--- src/rtl/color_pkg.sv ---
// Shared colour encoding and scanner state type for the parcel colour path.
// The colour codes match the parcel_color select of color_filter.
package color_pkg;

  typedef enum logic [2:0] {
    COLOR_NONE  = 3'd0,
    COLOR_RED   = 3'd1,
    COLOR_GREEN = 3'd2,
    COLOR_BLUE  = 3'd3
  } color_t;

  typedef enum logic [2:0] {
    S_IDLE     = 3'd0,
    S_WAIT_SOF = 3'd1,
    S_ACCUM    = 3'd2,
    S_DECIDE   = 3'd3,
    S_REPORT   = 3'd4
  } scan_state_t;

  // color_filter drives 15 for a matching pixel; anything else is a miss.
  localparam logic [3:0] HIT_PIXEL = 4'd15;

endpackage

--- src/rtl/color_max3.sv ---
// Combinational 3-way unsigned maximum over the red/green/blue hit counts.
// Ties resolve toward the lower colour code (red over green over blue).
module color_max3
  import color_pkg::*;
#(
  parameter int W = 8
) (
  input  logic [W-1:0] hit_r_i,
  input  logic [W-1:0] hit_g_i,
  input  logic [W-1:0] hit_b_i,
  output logic [2:0]   win_color_o,
  output logic [W-1:0] win_count_o
);

  logic [2:0]   best_color;
  logic [W-1:0] best_count;

  // Strict greater-than keeps the earlier (higher priority) colour on ties.
  always_comb begin
    best_color = COLOR_RED;
    best_count = hit_r_i;
    if (hit_g_i > best_count) begin
      best_color = COLOR_GREEN;
      best_count = hit_g_i;
    end
    if (hit_b_i > best_count) begin
      best_color = COLOR_BLUE;
      best_count = hit_b_i;
    end
  end

  assign win_color_o = best_color;
  assign win_count_o = best_count;

endmodule

--- src/rtl/parcel_color_scanner.sv ---
// Steps color_filter through red, green and blue frames, counts filter hits
// per frame and reports the dominant parcel colour to the sorter.
module parcel_color_scanner
  import color_pkg::*;
#(
  parameter int FRAME_PIXELS = 76800,
  parameter int MIN_HITS     = 256,
  parameter int COUNT_W      = $clog2(FRAME_PIXELS + 1)
) (
  input  logic               clk,
  input  logic               rst,
  input  logic               start_i,
  input  logic               sof_i,
  input  logic               pix_valid_i,
  input  logic [3:0]         filt_pixel_i,
  output logic [2:0]         filt_color_o,
  output logic               busy_o,
  output logic               done_o,
  output logic [2:0]         result_color_o,
  output logic [COUNT_W-1:0] result_count_o
);

  localparam logic [COUNT_W-1:0] FRAME_C    = COUNT_W'(FRAME_PIXELS);
  localparam logic [COUNT_W-1:0] MIN_HITS_C = COUNT_W'(MIN_HITS);

  scan_state_t        state_q, state_d;
  color_t             cur_q, cur_d;
  logic [COUNT_W-1:0] pix_cnt_q, pix_cnt_d;
  logic [COUNT_W-1:0] pix_cnt_inc;
  logic               hit_pix;
  logic               clr_all;
  logic               hit_reload;
  logic               hit_inc;
  logic [COUNT_W-1:0] hit_cnt [3];

  logic [2:0]         max_color;
  logic [COUNT_W-1:0] max_count;
  logic [2:0]         win_color_q, win_color_d;
  logic [COUNT_W-1:0] win_count_q, win_count_d;
  logic [2:0]         result_color_q;
  logic [COUNT_W-1:0] result_count_q;
  logic               done_q;

  assign hit_pix     = pix_valid_i && (filt_pixel_i == HIT_PIXEL);
  assign pix_cnt_inc = pix_cnt_q + 1'b1;

  // Next-state, counter control and colour select for the scan sequencer.
  always_comb begin
    state_d      = state_q;
    cur_d        = cur_q;
    pix_cnt_d    = pix_cnt_q;
    clr_all      = 1'b0;
    hit_reload   = 1'b0;
    hit_inc      = 1'b0;
    filt_color_o = COLOR_NONE;
    case (state_q)
      S_IDLE: begin
        if (start_i) begin
          cur_d     = COLOR_RED;
          pix_cnt_d = '0;
          clr_all   = 1'b1;
          state_d   = S_WAIT_SOF;
        end
      end
      S_WAIT_SOF: begin
        filt_color_o = cur_q;
        if (sof_i) begin
          // The sof cycle carries the first pixel of the frame.
          hit_reload = 1'b1;
          pix_cnt_d  = pix_valid_i ? COUNT_W'(1) : '0;
          state_d    = S_ACCUM;
        end
      end
      S_ACCUM: begin
        filt_color_o = cur_q;
        if (sof_i) begin
          // Early sof means the previous frame was short: start this colour over.
          hit_reload = 1'b1;
          pix_cnt_d  = pix_valid_i ? COUNT_W'(1) : '0;
        end else if (pix_valid_i) begin
          pix_cnt_d = pix_cnt_inc;
          hit_inc   = hit_pix;
          if (pix_cnt_inc == FRAME_C) begin
            case (cur_q)
              COLOR_RED:   begin cur_d = COLOR_GREEN; state_d = S_WAIT_SOF; end
              COLOR_GREEN: begin cur_d = COLOR_BLUE;  state_d = S_WAIT_SOF; end
              default:     state_d = S_DECIDE;
            endcase
          end
        end
      end
      S_DECIDE: state_d = S_REPORT;
      S_REPORT: state_d = S_IDLE;
      default:  state_d = S_IDLE;
    endcase
  end

  // Sequencer state, current colour and frame pixel counter.
  always_ff @(posedge clk) begin
    if (rst) begin
      state_q   <= S_IDLE;
      cur_q     <= COLOR_NONE;
      pix_cnt_q <= '0;
    end else begin
      state_q   <= state_d;
      cur_q     <= cur_d;
      pix_cnt_q <= pix_cnt_d;
    end
  end

  // One saturating hit counter per colour; only the active colour's counter moves.
  for (genvar gi = 0; gi < 3; gi++) begin : g_hit
    logic               sel;
    logic [COUNT_W-1:0] cnt_q;

    assign sel         = (cur_q == color_t'(3'(gi + 1)));
    assign hit_cnt[gi] = cnt_q;

    // Clear on scan start, reload on sof, count hits without wrapping.
    always_ff @(posedge clk) begin
      if (rst || clr_all) begin
        cnt_q <= '0;
      end else if (sel && hit_reload) begin
        cnt_q <= hit_pix ? COUNT_W'(1) : '0;
      end else if (sel && hit_inc && (cnt_q != '1)) begin
        cnt_q <= cnt_q + 1'b1;
      end
    end
  end

  color_max3 #(
    .W (COUNT_W)
  ) u_max3 (
    .hit_r_i     (hit_cnt[0]),
    .hit_g_i     (hit_cnt[1]),
    .hit_b_i     (hit_cnt[2]),
    .win_color_o (max_color),
    .win_count_o (max_count)
  );

  assign win_color_d = (max_count > MIN_HITS_C) ? max_color : COLOR_NONE;
  assign win_count_d = (max_count > MIN_HITS_C) ? max_count : '0;

  // Capture the thresholded winner in DECIDE, publish it with done in REPORT.
  always_ff @(posedge clk) begin
    if (rst) begin
      win_color_q    <= COLOR_NONE;
      win_count_q    <= '0;
      result_color_q <= COLOR_NONE;
      result_count_q <= '0;
      done_q         <= 1'b0;
    end else begin
      if (state_q == S_DECIDE) begin
        win_color_q <= win_color_d;
        win_count_q <= win_count_d;
      end
      if (state_q == S_REPORT) begin
        result_color_q <= win_color_q;
        result_count_q <= win_count_q;
      end
      done_q <= (state_q == S_REPORT);
    end
  end

  assign busy_o         = (state_q != S_IDLE);
  assign done_o         = done_q;
  assign result_color_o = result_color_q;
  assign result_count_o = result_count_q;

endmodule

--- config.mk ---
export PLATFORM = sky130hd
export DESIGN_NAME = parcel_color_scanner
export DESIGN_NICKNAME = d
export VERILOG_FILES = /design/src/rtl/color_pkg.sv /design/src/rtl/color_max3.sv /design/src/rtl/parcel_color_scanner.sv
export SDC_FILE = /design/constraint.sdc
export NUM_CORES = 1
export LEC_CHECK = 0
export BUFFER_PORTS_ARGS = -buffer_cell sky130_fd_sc_hd__buf_2
export CELL_PAD_IN_SITES_DETAIL_PLACEMENT = 0
export CELL_PAD_IN_SITES_GLOBAL_PLACEMENT = 1
export CORE_MARGIN = 1.5
export CORE_UTILIZATION = 46
export CTS_CLUSTER_DIAMETER = 50
export DETAILED_ROUTE_END_ITERATION = 12
export GPL_ROUTABILITY_DRIVEN = 0
export GPL_TIMING_DRIVEN = 1
export PLACE_DENSITY = 0.81
export SYNTH_ARGS = -nofsm -noshare
export SYNTH_HDL_FRONTEND = slang
export SYNTH_SLANG_ARGS = --single-unit
--- constraint.sdc ---
create_clock -name clk -period 5.6 [get_ports clk]
set_input_delay 0.56 -clock clk [delete_from_list [all_inputs] [get_ports clk]]
set_output_delay 0.56 -clock clk [all_outputs]
set_load 0.02 [all_outputs]
=== Yosys cells after proc, flatten, opt, wreduce, memory -nomap -nowiden ===
Index checks and enable logic that the tools add are counted.

* Equal/unequal tests: 19
* Mux-type cells: 39
* Reduce and logical (&&, ||, !) cells: 23
* Add/subtract/negate cells: 4
* Order comparisons: 3

{| class="wikitable"
|+ Operators with widths
! operator !! number
|-
| $mux W17 || 13
|-
| $add A17 B1 Y17 const B || 4
|-
| $ne A17 B17 Y1 const B || 3
|-
| $pmux W17 S3 || 1
|-
| $gt A17 B17 Y1 || 2
|-
| $mux W3 || 10
|-
| $eq A17 B17 Y1 const B || 1
|-
| $gt A17 B9 Y1 const B || 1
|-
| $eq A3 B2 Y1 const B || 4
|-
| $pmux W3 S2 || 2
|-
| $pmux W3 S4 || 1
|-
| $logic_and A1 B1 Y1 || 10
|-
| $ne A2 B2 Y1 const B || 5
|-
| $mux W1 || 9
|-
| $reduce_bool A2 Y1 || 4
|-
| $eq A3 B1 Y1 const B || 2
|-
| $mux W2 || 3
|-
| $ne A3 B3 Y1 const B || 2
|-
| $reduce_and A6 Y1 || 1
|-
| $reduce_bool A3 Y1 || 2
|-
| $reduce_and A5 Y1 || 1
|-
| $eq A4 B4 Y1 const B || 1
|-
| $reduce_and A4 Y1 || 1
|-
| $reduce_or A2 Y1 || 2
|-
| other kinds (3) || 3
|}

* Output and inout port bits: 25
* Bits of input ports: 9
* Logic and storage cells: 99
* Bits in registers: 115

=== Logic depth before layout (Yosys ltp) ===
Gate-level depths: netlist of the first run.

* Depth in word-level cells: 9
* Mapped depth: 21
* Gate-level depth less buffers: 18

=== By module ===
Synthesis of the first run repeated with hierarchy kept, for this count alone.

* Cells, all modules: 889
* Area, all modules: 7,020.5 µm²

{| class="wikitable"
|+ By module, submodules not included
! module !! area each (µm²) !! sequential area each (µm²) !! instances !! cells each
|-
| parcel_color_scanner || 5,390.2 || 2,282.2 || 1 || 669
|-
| color_max3 || 1,630.3 || 0.0 || 1 || 220
|}

=== Least setup slack after synthesis of the first run ===
No wires, ideal clock.

* Path kind: reg2reg
* Start point: reg g_hit[0].cnt_q[6]
* End point: reg win_count_q[8]
* Stages on the path, launching flop included: 21
* Path buffers: 3
* Period minus slack after synthesis: 4.726 ns
* Data arrival time: 4.596 ns
* Setup slack: 0.874 ns
* Data required time: 5.469 ns
* Setup time: 0.131 ns
* Cell sequence: dfxtp_1 -> inv_1 -> ha_1 -> nand4_1 -> nor3_1 -> a2111oi_2 -> a211oi_1 -> buf_6 -> buf_2 -> mux2i_1 -> ha_1 -> a21o_1 -> a221o_1 -> nand2_1 -> a31oi_1 -> o21ai_1 -> buf_2 -> mux2_2 -> or4_1 -> nor4_1 -> o41ai_1

* Cells in the longest elaborated chain, start to end: 6

{| class="wikitable"
|+ RTL lines
! element !! RTL line !! text
|-
| from (decl) || parcel_color_scanner.sv:114 || <nowiki>logic [COUNT_W-1:0] cnt_q;</nowiki>
|-
| from (signal assigned) || parcel_color_scanner.sv:124 || <nowiki>cnt_q <= hit_pix ? COUNT_W'(1) : '0;</nowiki>
|-
| from (signal assigned) || parcel_color_scanner.sv:126 || <nowiki>cnt_q <= cnt_q + 1'b1;</nowiki>
|-
| $gt A17 B17 Y1 || color_max3.sv:22 || <nowiki>if (hit_g_i > best_count) begin</nowiki>
|-
| $mux W17 (*) || color_max3.sv:22 ||
|-
| $gt A17 B17 Y1 || color_max3.sv:26 || <nowiki>if (hit_b_i > best_count) begin</nowiki>
|-
| $mux W17 (*) || color_max3.sv:26 ||
|-
| $gt A17 B9 Y1 || parcel_color_scanner.sv:142 || <nowiki>assign win_count_d = (max_count > MIN_HITS_C) ? max_count : '0;</nowiki>
|-
| $mux W17 (*) || parcel_color_scanner.sv:142 ||
|-
| to (signal assigned) || parcel_color_scanner.sv:155 || <nowiki>win_count_q <= win_count_d;</nowiki>
|-
| to (decl) || parcel_color_scanner.sv:39 || <nowiki>logic [COUNT_W-1:0] win_count_q, win_count_d;</nowiki>
|}

Mark *: on every way between the ends. The rest lies on a longest branch, timed or not.
A chain may end at the register's enable or synchronous reset.

=== Worst setup path after layout of the first run ===
* Start point: reg g_hit[0].cnt_q[8]
* End point: reg win_count_q[6]

The elaborated chain is that of the path after synthesis.

==> results of run 1 <==
[metrics by stage]
step	total power, mW	cell area, um2	instances	setup WS, ns
after global placement	0.933	6730	986	0.631
after CTS	1.57	7020	1001	0.405
after floorplan	0.907	6310	788	0.874
after detailed placement	0.936	6730	986	0.429
after global routing	1.62	7020	1001	0.0691
final	1.56	7020	1001	0.385
[cell usage in the layout (no fill, tap or decap), types with 13 or more instances in the layout]
cell,instances
nand2_1,113
dfxtp_1,112
nor2_1,93
a21oi_1,65
ha_1,45
inv_1,41
buf_2,31
xnor2_1,30
o21ai_0,29
mux2i_1,28
nand3_1,28
buf_4,21
nor3_1,17
xor2_1,14
nand4_1,13
[logic make-up (layout without fill, tap and decap cells)]
family / count (synthesis) / count (layout) / share of synthesized area [%]
AOI/OAI and AO/OA: 142 / 142 / 13.6
xor gates and xnor gates: 44 / 44 / 6.11
adders and majority gates: 45 / 45 / 8.92
buffers and inverters: 71 / 108 / 4.58
DFF: 112 / 112 / 35.5
muxes: 38 / 38 / 6.34
other: 1 / 2 / 0.0594
and+or+nand+nor: 334 / 334 / 24.8
[registers in the layout (all words and copies together) (netlist names)]
| signal | flops |
|---|---|
| cur_q | 2 |
| done_o | 1 |
| g_hit.cnt_q | 51 |
| pix_cnt_q | 17 |
| result_color_o | 2 |
| result_count_o | 17 |
| state_q | 3 |
| win_color_q | 2 |
| win_count_q | 17 |
[worst paths after layout]
| check | to | slack [ns] | cells past startpoint |
|---|---|---|---|
| max reg2reg | win_count_q[6] | 0.39 | 19 |
| min reg2reg | result_count_o[6] | 0.45 | 2 |
| min | result_count_o[6] | 0.45 | 2 |
| max | win_count_q[6] | 0.39 | 19 |
[cell type report]
type                    instances  area, um2
inverters                      41        154
clock inverters                 5       48.8
clock buffers                  10        239
well taps                     176        220
flip-flops and latches        112       2240
fillers                      1273       6270
multi-input cells             605       3800
repair buffers                 52        313
[power breakdown]
group          total [mW]  internal (mW)  switching, mW
Sequential          0.810          0.800        0.00949
Combinational       0.109         0.0348         0.0737
Clock               0.638          0.322          0.316
Total                1.56           1.16          0.400
[per-layer routing]
layer | track usage (%) | part of all wire [%] | vias to the layer above
li1 | - | - | 2814
met1 | 30.2 | 50 | 2593
met2 | 35.7 | 45 | 75
met3 | 2.95 | 2.4 | 23
met4 | 9.00 | 2.2 | 0
met5 | 0 | 0 | -
[worst reg2reg max path, cell delays in order (launching register included)]
cell and delay (ns):
dfxtp_1 0.38, inv_1 0.09, ha_1 0.32, nand4_1 0.15, nor3_1 0.30, a2111oi_2 0.13, a211oi_4 0.42, buf_4 0.27
mux2i_1 0.27, ha_1 0.30, a21o_1 0.21, a221o_1 0.33, nand2_1 0.07, a31oi_1 0.11, o21ai_2 0.33, buf_4 0.18
mux2i_1 0.14, a211o_1 0.32, or3b_1 0.49, a32o_1 0.30
==> summary.txt, run 1 <==
Status: finished clean
Count of warnings emitted by yosys: 0
CTS Buf Count: 9
Worst-margin pin slew: 1.01 ns
Fmax: 0.192 GHz
Post-layout nets: 875
Antenna diodes: 0
Number of global-route vias before repair: 5166
Drt first pass iters: 8
CP Launch Type: register
Port Buffers: 31
Worst setup path class: register to register
LEAKAGE: 2.67 nW
Wire length per cell: 15.4 um
Post-route DRC violation count: 0
Clock sink total: 112
Die ar.: 0.0144 mm2
Overall global routing resource usage: 22.3%
Power per cell area: 222 mW/mm2
TNS Setup: 0 ns
IO Count: 34
Async set or reset register ratio after synthesis: 0%
Clock Root Buffer: clkbuf_16
Critical path endpoint category: register
Placeable Area: 0.0133 mm2
Worst Hold Class: register to register
Crit-path max cell delay: 0.49 ns
Area growth, synth to finish: 11.3%
Vias: 5505
Initial antenna violation count: 0
Synth Register Bits: 112
CP delay by family, top: compound AO/OA/AOI/OAI gates
Crit path from: g_hit[0].cnt_q[8]
Final setup vio count: 0
Total Wirelength: 15400 um
Final hold violation count: 0
Synth area leader: dfxtp_1
Dpl hpwl: 11700 um
CTS Buffer Depth: 2
CP Buf/Inv Count: 3
Worst-path cell chain: inv_1 -> ha_1 -> nand4_1 -> nor3_1 -> a2111oi_2 -> a211oi_4 -> buf_4 -> mux2i_1 -> ha_1 -> a21o_1 -> a221o_1 -> nand2_1 -> a31oi_1 -> o21ai_2 -> buf_4 -> mux2i_1 -> a211o_1 -> or3b_1 -> a32o_1
Max rail drop VDD: 145 uV
Post-DRT Antenna Nets: 0
HP Start: result_count_o[6]
Clk Latency, worst-skew pair: 0.36 ns
Tmin final: 5.21 ns
Hold Buf Count CTS: 0
Post-DR vias/cell: 5.50
Crit share post-route: 93.1%
Area share of the leading cell type in the synthesized netlist: 35.5%
Hold WS: 0.452 ns
Initial core utilization: 47.5%
Post-CTS Resized: 0
Die Wd: 120 um
Post-CTS Setup Inserts: 0
Clock-pin transition on the worst setup and hold timing paths: 0.08 ns
CTS tree: yes
Clock Skews: 0.0124 ns
Max Slew Vio Count: 0
Worst-path fanout max: 8
Max stage delay cell, worst path: or3b_1
Unrepaired setup endpoints after global routing: false
H-tree depth: 3
Top FF cell, synth: dfxtp_1
Slew Limit Headroom: 32.0%
Max cap viols: 0
Row count: 42
Layout cell share with drive strength beyond 1: 10.2%
Critical path required time: 5.85 ns
Top cells by count, synth: nand2_1 (113), dfxtp_1 (112), nor2_1 (93)
Reg2reg start: g_hit[0].cnt_q[8]
Largest net degree at the start of global routing: 56
First-pass GRT wire length: 25700 um
Fin util: 52.8%
Post-synth cell types: 53
Number of synthesized flops with an enable pin: 0
Die Span Y: 120 um
Most frequent cell after synthesis: nand2_1
WP data arrival: 5.47 ns
Cells after Synth: 787
Initial drt markers: 331
Synth Cell Area: 0.00631 mm2
Top post-synthesis cells by area: dfxtp_1 (36%), ha_1 (8.9%), nand2_1 (6.7%), nor2_1 (5.5%), a21oi_1 (5.2%)
Total grt overflow: 0
Sequential element share of the synthesized area: 35.5%
Syn Area/Cell: 8.02 um2
No activity file was read; power rests on OpenSTA's default activity.
==> inputs of run 2 (changes only) <==
Settings changed: CORE_ASPECT_RATIO from default to 0.7.
==> run 2 against run 1 <==
  * Combinational power about the same
  * Sequential share of layout area up 0.13 points
  * Clock power increased by 1%
  * Sequential power barely moved
  * Flip-flop and latch count is the same
  * Critical path depth grew 1
  * Register-to-register slack worse by 0.14 ns
  * Wire length rose by 2.5%
  * Final area shrank 0.41%
  * Critical endpoint unchanged
  * Largest power group unchanged
  * Highest routed layer unchanged
==> summary.txt, run 2 (synthesis gave the netlist of run 1 again) <==
Status: finished clean
Worst-path cell chain: inv_1 -> ha_1 -> a21oi_1 -> o21ai_1 -> a2111oi_2 -> a211oi_4 -> buf_12 -> buf_4 -> mux2_4 -> inv_1 -> ha_1 -> and4_1 -> nand4_1 -> a31o_1 -> a31oi_1 -> o21ai_4 -> or3_1 -> a211o_1 -> or3b_1 -> a32o_1
CTS Buf Count: 9 (unchanged)
Row count: 35 (-17%)
H-tree depth: 3 (unchanged)
CP Launch Type: register
Die Span Y: 101 um (-16%)
WP data arrival: 5.60 ns (+0.13 ns)
Final hold violation count: 0 (unchanged)
Wire length per cell: 15.8 um (+2.4%)
Tmin final: 5.36 ns (+0.141 ns)
Commonest non-fill, non-tap cell in the layout: nand2_1
TNS Setup: 0 ns (unchanged)
Fin worst setup slack: 0.245 ns (-0.141 ns)
Critical path endpoint category: register
Initial drt markers: 434 (+31%)
Port Buffers: 31 (unchanged)
Total grt overflow: 0 (unchanged)
Largest Register: g_hit.cnt_q
Max stage delay cell, worst path: a2111oi_2
Dpl ws: 0.0307 ns (-0.398 ns)
CP delay by family, top: compound AO/OA/AOI/OAI gates
CP Buf/Inv Count: 4 (+1)
Placeable Area: 0.0133 mm2 (-0.20%)
Dpl hpwl: 12200 um (+3.4%)
IO Count: 34 (unchanged)
Max cap viols: 0 (unchanged)
Max Slew Vio Count: 0 (unchanged)
LEAKAGE: 2.64 nW (-1.2%)
Worst-path fanout max: 17 (+9)
Vias: 5507 (+0.036%)
Final setup vio count: 0 (unchanged)
Largest net degree at the start of global routing: 56 (unchanged)
Worst setup path class: register to register
Most frequent cells in the layout: nand2_1 (113), dfxtp_1 (112), nor2_1 (93)
Critical path required time: 5.85 ns (about the same)
Fmax: 0.187 GHz (-2.6%)
Slew Limit Headroom: 27.7% (-4.3 points)
Crit path from: g_hit[0].cnt_q[2]
Total Wirelength: 15800 um (+2.5%)
Clock Root Buffer: clkbuf_16
HP Start: result_count_o[13]
Reg2reg start: g_hit[0].cnt_q[2]
Post-layout nets: 866 (-1.0%)
Max FFs per register: 51 (unchanged)
Power per cell area: 224 mW/mm2 (+1.1%)
Overall global routing resource usage: 22.9% (+0.68 points)
Post-route DRC violation count: 0 (unchanged)
Number of global-route vias before repair: 5063 (-2.0%)
Max rail drop VDD: 132 uV (-9.1%)
Clk Latency, worst-skew pair: 0.36 ns (about the same)
Crit share post-route: 95.6% (+2.5 points)
Clock-pin transition on the worst setup and hold timing paths: 0.08 ns (about the same)
Post-DR vias/cell: 5.50 (about the same)
Antenna diodes: 0 (unchanged)
Worst Hold Class: register to register
Drt first pass iters: 5 (-3)
Worst-margin pin slew: 1.08 ns (+0.0639 ns)
Die ar.: 0.0144 mm2 (about the same)
First-pass GRT wire length: 26200 um (+1.7%)
Initial antenna violation count: 0 (unchanged)
Initial core utilization: 47.6% (+0.094 points)
CTS Buffer Depth: 2 (unchanged)
Area growth, synth to finish: 10.8%
Die Wd: 143 um (+19%)
Hold Buf Count CTS: 0 (unchanged)
Clock Skews: 0.0127 ns (+0.000312 ns)
Clock sink total: 112 (unchanged)
CTS tree: yes
Crit-path max cell delay: 0.57 ns (+0.08 ns)
Post-DRT Antenna Nets: 0 (unchanged)
Layout cell share with drive strength beyond 1: 9.30% (-0.88 points)
-- run 2: changes by cell type in the layout (fill, tap and decap cells not counted), sizes merged --
cell / delta
clkbuf: -1
clkinv: +1
inv: +1
buf: -9
-- run 2: final timing paths --
check,to,slack (ns),cells after the start
hold / removal,result_count_o[13],0.45,2
setup / recovery,win_count_q[6],0.24,20
hold reg to reg,result_count_o[13],0.45,2
setup reg to reg,win_count_q[6],0.24,20
-- run 2: cell type report --
type / instances / area [um2]
fill: 1303 / 6280
multi-input combinational: 605 / 3810
sequential: 112 / 2240
timing repair buffer: 43 / 258
tap: 185 / 231
clock buffer: 9 / 225
inverter: 41 / 154
clock inverter: 7 / 70.1
-- run 2: stage by stage --
step	total power [mW]	instance area (um2)	hold WS, ns	cells	util (%)
final	1.57	6990	0.452	1002	52.7
after global routing	1.63	6990	0.468	1002	52.7
after CTS	1.58	6940	0.454	998	52.3
after detailed placement	0.935	6650	0.443	982	50.1
after global placement	0.932	6650	0.439	982	50.1
after floorplan	0.907	6310	0.420	788	-
-- run 2: power by group --
group	total (mW)	switching, mW	internal (mW)
sequential	0.809	0.00911	0.800
clock	0.647	0.331	0.316
combinational	0.110	0.0747	0.0353
total	1.57	0.415	1.15
-- run 2: repair_timing --
action	4_1_cts	5_1_grt
setup endpoints to repair	0	11
gates resized for setup	0	1
buffers inserted	0	4
-- run 2: worst min-delay path, delay by kind of cell, from the launching register on --
family	cells	cell delay, ns
DFF	1	0.31
and+or+nand+nor	1	0.05
AOI/OAI and AO/OA	1	0.05
-- run 2: metal layers --
metal	routed length, um	GRT usage (%)
met3	971	5.70
met4	119	5.00
met2	6340	32.6
met5	0	0
met1	8370	34.5
==> inputs of run 3 (changes only) <==
Settings changed: CORE_UTILIZATION 46 to 48, CTS_BUF_LIST from default to sky130_fd_sc_hd__clkbuf_2, PLACE_DENSITY 0.81 to default, PLACE_DENSITY_LB_ADDON from default to 0.1, SKIP_CTS_REPAIR_TIMING from default to 1.
==> run 3 against run 2 <==
  * Sequential power is 0.9% higher
  * Worst hold slack worse by 0.23 ns
  * Combinational power hardly changed
  * Non-clock buffer count is 3 higher
  * Flip-flop and latch count stayed put
  * Global-route usage is 0.70 points higher
  * Critical path type unchanged
  * Total power is 18% lower
  * Sequential share of layout area is 0.97 points higher
  * Fmax is 1.6% higher
  * Via count hardly changed
  * Core utilization is 1.0 points higher
  * Clock power is 44% lower
==> summary.txt, run 3 (synthesis gave the netlist of run 1 again) <==
Dpl ws: 0.0802 ns (+0.0495 ns)
IO Count: 34 (unchanged)
Fin util: 53.7% (+1.0 points)
Antenna diodes: 0 (unchanged)
Layout cell share with drive strength beyond 1: 9.51% (+0.21 points)
WP data arrival: 5.81 ns (+0.21 ns)
LEAKAGE: 2.57 nW (-2.6%)
Placeable Area: 0.0126 mm2 (-4.8%)
Clk Latency, worst-skew pair: 0.61 ns (+0.25 ns)
Largest Register: g_hit.cnt_q
Clock Skews: 0.0307 ns (+0.0180 ns)
Initial antenna violation count: 0 (unchanged)
Max rail drop VDD: 98.3 uV (-26%)
Clock Root Buffer: clkbuf_2
Clock sink total: 112 (unchanged)
Worst-margin pin slew: 1.05 ns (-0.0284 ns)
Worst setup path class: register to register
Total power: 1.29 mW (-18%)
Commonest non-fill, non-tap cell in the layout: nand2_1
Number of global-route vias before repair: 5129 (+1.3%)
Final hold violation count: 0 (unchanged)
CP Launch Type: register
Fin worst setup slack: 0.329 ns (+0.0838 ns)
Total grt overflow: 0 (unchanged)
HP Start: pix_valid_i
Fmax: 0.190 GHz (+1.6%)
Critical path endpoint category: register
Worst-path fanout max: 13 (-4)
Total Wirelength: 15800 um (-0.22%)
Initial drt markers: 394 (-9.2%)
Overall global routing resource usage: 23.6% (+0.70 points)
First-pass GRT wire length: 26200 um (unchanged)
CTS tree: yes
Reg2reg start: g_hit[0].cnt_q[4]
H-tree depth: 3 (unchanged)
Die Wd: 140 um (-2.1%)
Max FFs per register: 51 (unchanged)
Critical path required time: 6.14 ns (+0.29 ns)
Row count: 34 (-2.9%)
Crit path from: g_hit[0].cnt_q[4]
Largest net degree at the start of global routing: 56 (unchanged)
Status: finished clean
Final setup vio count: 0 (unchanged)
Post-route DRC violation count: 0 (unchanged)
Post-DRT Antenna Nets: 0 (unchanged)
Dpl hpwl: 12100 um (-0.32%)
Post-DR vias/cell: 5.61 (+2.0%)
Power per cell area: 190 mW/mm2 (-15%)
Wire length per cell: 16.1 um (+1.8%)
Post-layout nets: 869 (+0.35%)
Die ar.: 0.0139 mm2 (-4.1%)
Tmin final: 5.27 ns (-0.0838 ns)
Die Span Y: 98.9 um (-2.0%)
CTS Buffer Depth: 2 (unchanged)
Vias: 5506 (-0.018%)
Worst Hold Class: input port to register
CTS Buf Count: 9 (unchanged)
Port Buffers: 31 (unchanged)
Crit share post-route: 94.1% (-1.5 points)
Initial core utilization: 50.0% (+2.4 points)
Max Slew Vio Count: 0 (unchanged)
Clock-pin transition on the worst setup and hold timing paths: 0.32 ns (+0.24 ns)
Area growth, synth to finish: 7.55%
Most frequent cells in the layout: nand2_1 (113), dfxtp_1 (112), nor2_1 (93)
Slew Limit Headroom: 29.6% (+1.9 points)
Max cap viols: 0 (unchanged)
Drt first pass iters: 5 (unchanged)
-- run 3: changes by cell type in the layout (fill, tap and decap cells not counted), sizes merged --
cell    before  now
buf         43   46
clkinv       3    4
inv         45   44
-- run 3: path summary, 6_finish.rpt --
| check | end | slack (ns) | depth (start not counted) |
|---|---|---|---|
| max | win_count_q[6] | 0.33 | 18 |
| min | pix_cnt_q[0] | 0.23 | 3 |
| max reg2reg | win_count_q[6] | 0.33 | 18 |
| min reg2reg | result_color_o[0] | 0.47 | 2 |
-- run 3: metal layers --
layer | global-route usage, % | vias up | routed length (um)
met3 | 3.89 | 11 | 767
li1 | - | 2803 | -
met2 | 35.1 | 127 | 6410
met1 | 36.0 | 2565 | 8480
met4 | 4.37 | 0 | 106
met5 | 0 | - | 0
-- run 3: area by class of cell --
type / count / area (um2)
multi-input combinational: 605 / 3810
fill: 1228 / 5850
inverter: 41 / 154
clock inverter: 7 / 63.8
clock buffer: 9 / 45.0
tap: 162 / 203
sequential: 112 / 2240
timing repair buffer: 46 / 268
-- run 3: stage by stage --
step                      setup TNS, ns  cells  hold slack (ns)  area (um2)
final                                 0    982            0.226        6790
after global routing            -0.0631    982            0.175        6790
after CTS                             0    976            0.169        6740
after detailed placement              0    960            0.439        6630
after global placement                0    960            0.439        6630
after floorplan                       0    788            0.420        6310
-- run 3: critical path, cell delays in order, from the launching register on --
cell	delay [ns]
dfxtp_1	0.44
inv_1	0.09
ha_1	0.33
a21oi_1	0.14
o21ai_1	0.10
a2111oi_2	0.61
a211oi_4	0.16
buf_4	0.21
mux2i_1	0.27
ha_1	0.31
a21o_1	0.19
a221o_1	0.31
nand2_1	0.08
a31oi_1	0.14
o21ai_4	0.39
mux2_4	0.35
nand4bb_1	0.23
or3b_1	0.54
a32o_1	0.29
-- run 3: where the power goes --
part / total (mW) / internal (mW) / switching (mW)
Clock: 0.365 / 0.0711 / 0.293
Sequential: 0.816 / 0.806 / 0.00936
Combinational: 0.109 / 0.0354 / 0.0737
Total: 1.29 / 0.913 / 0.376
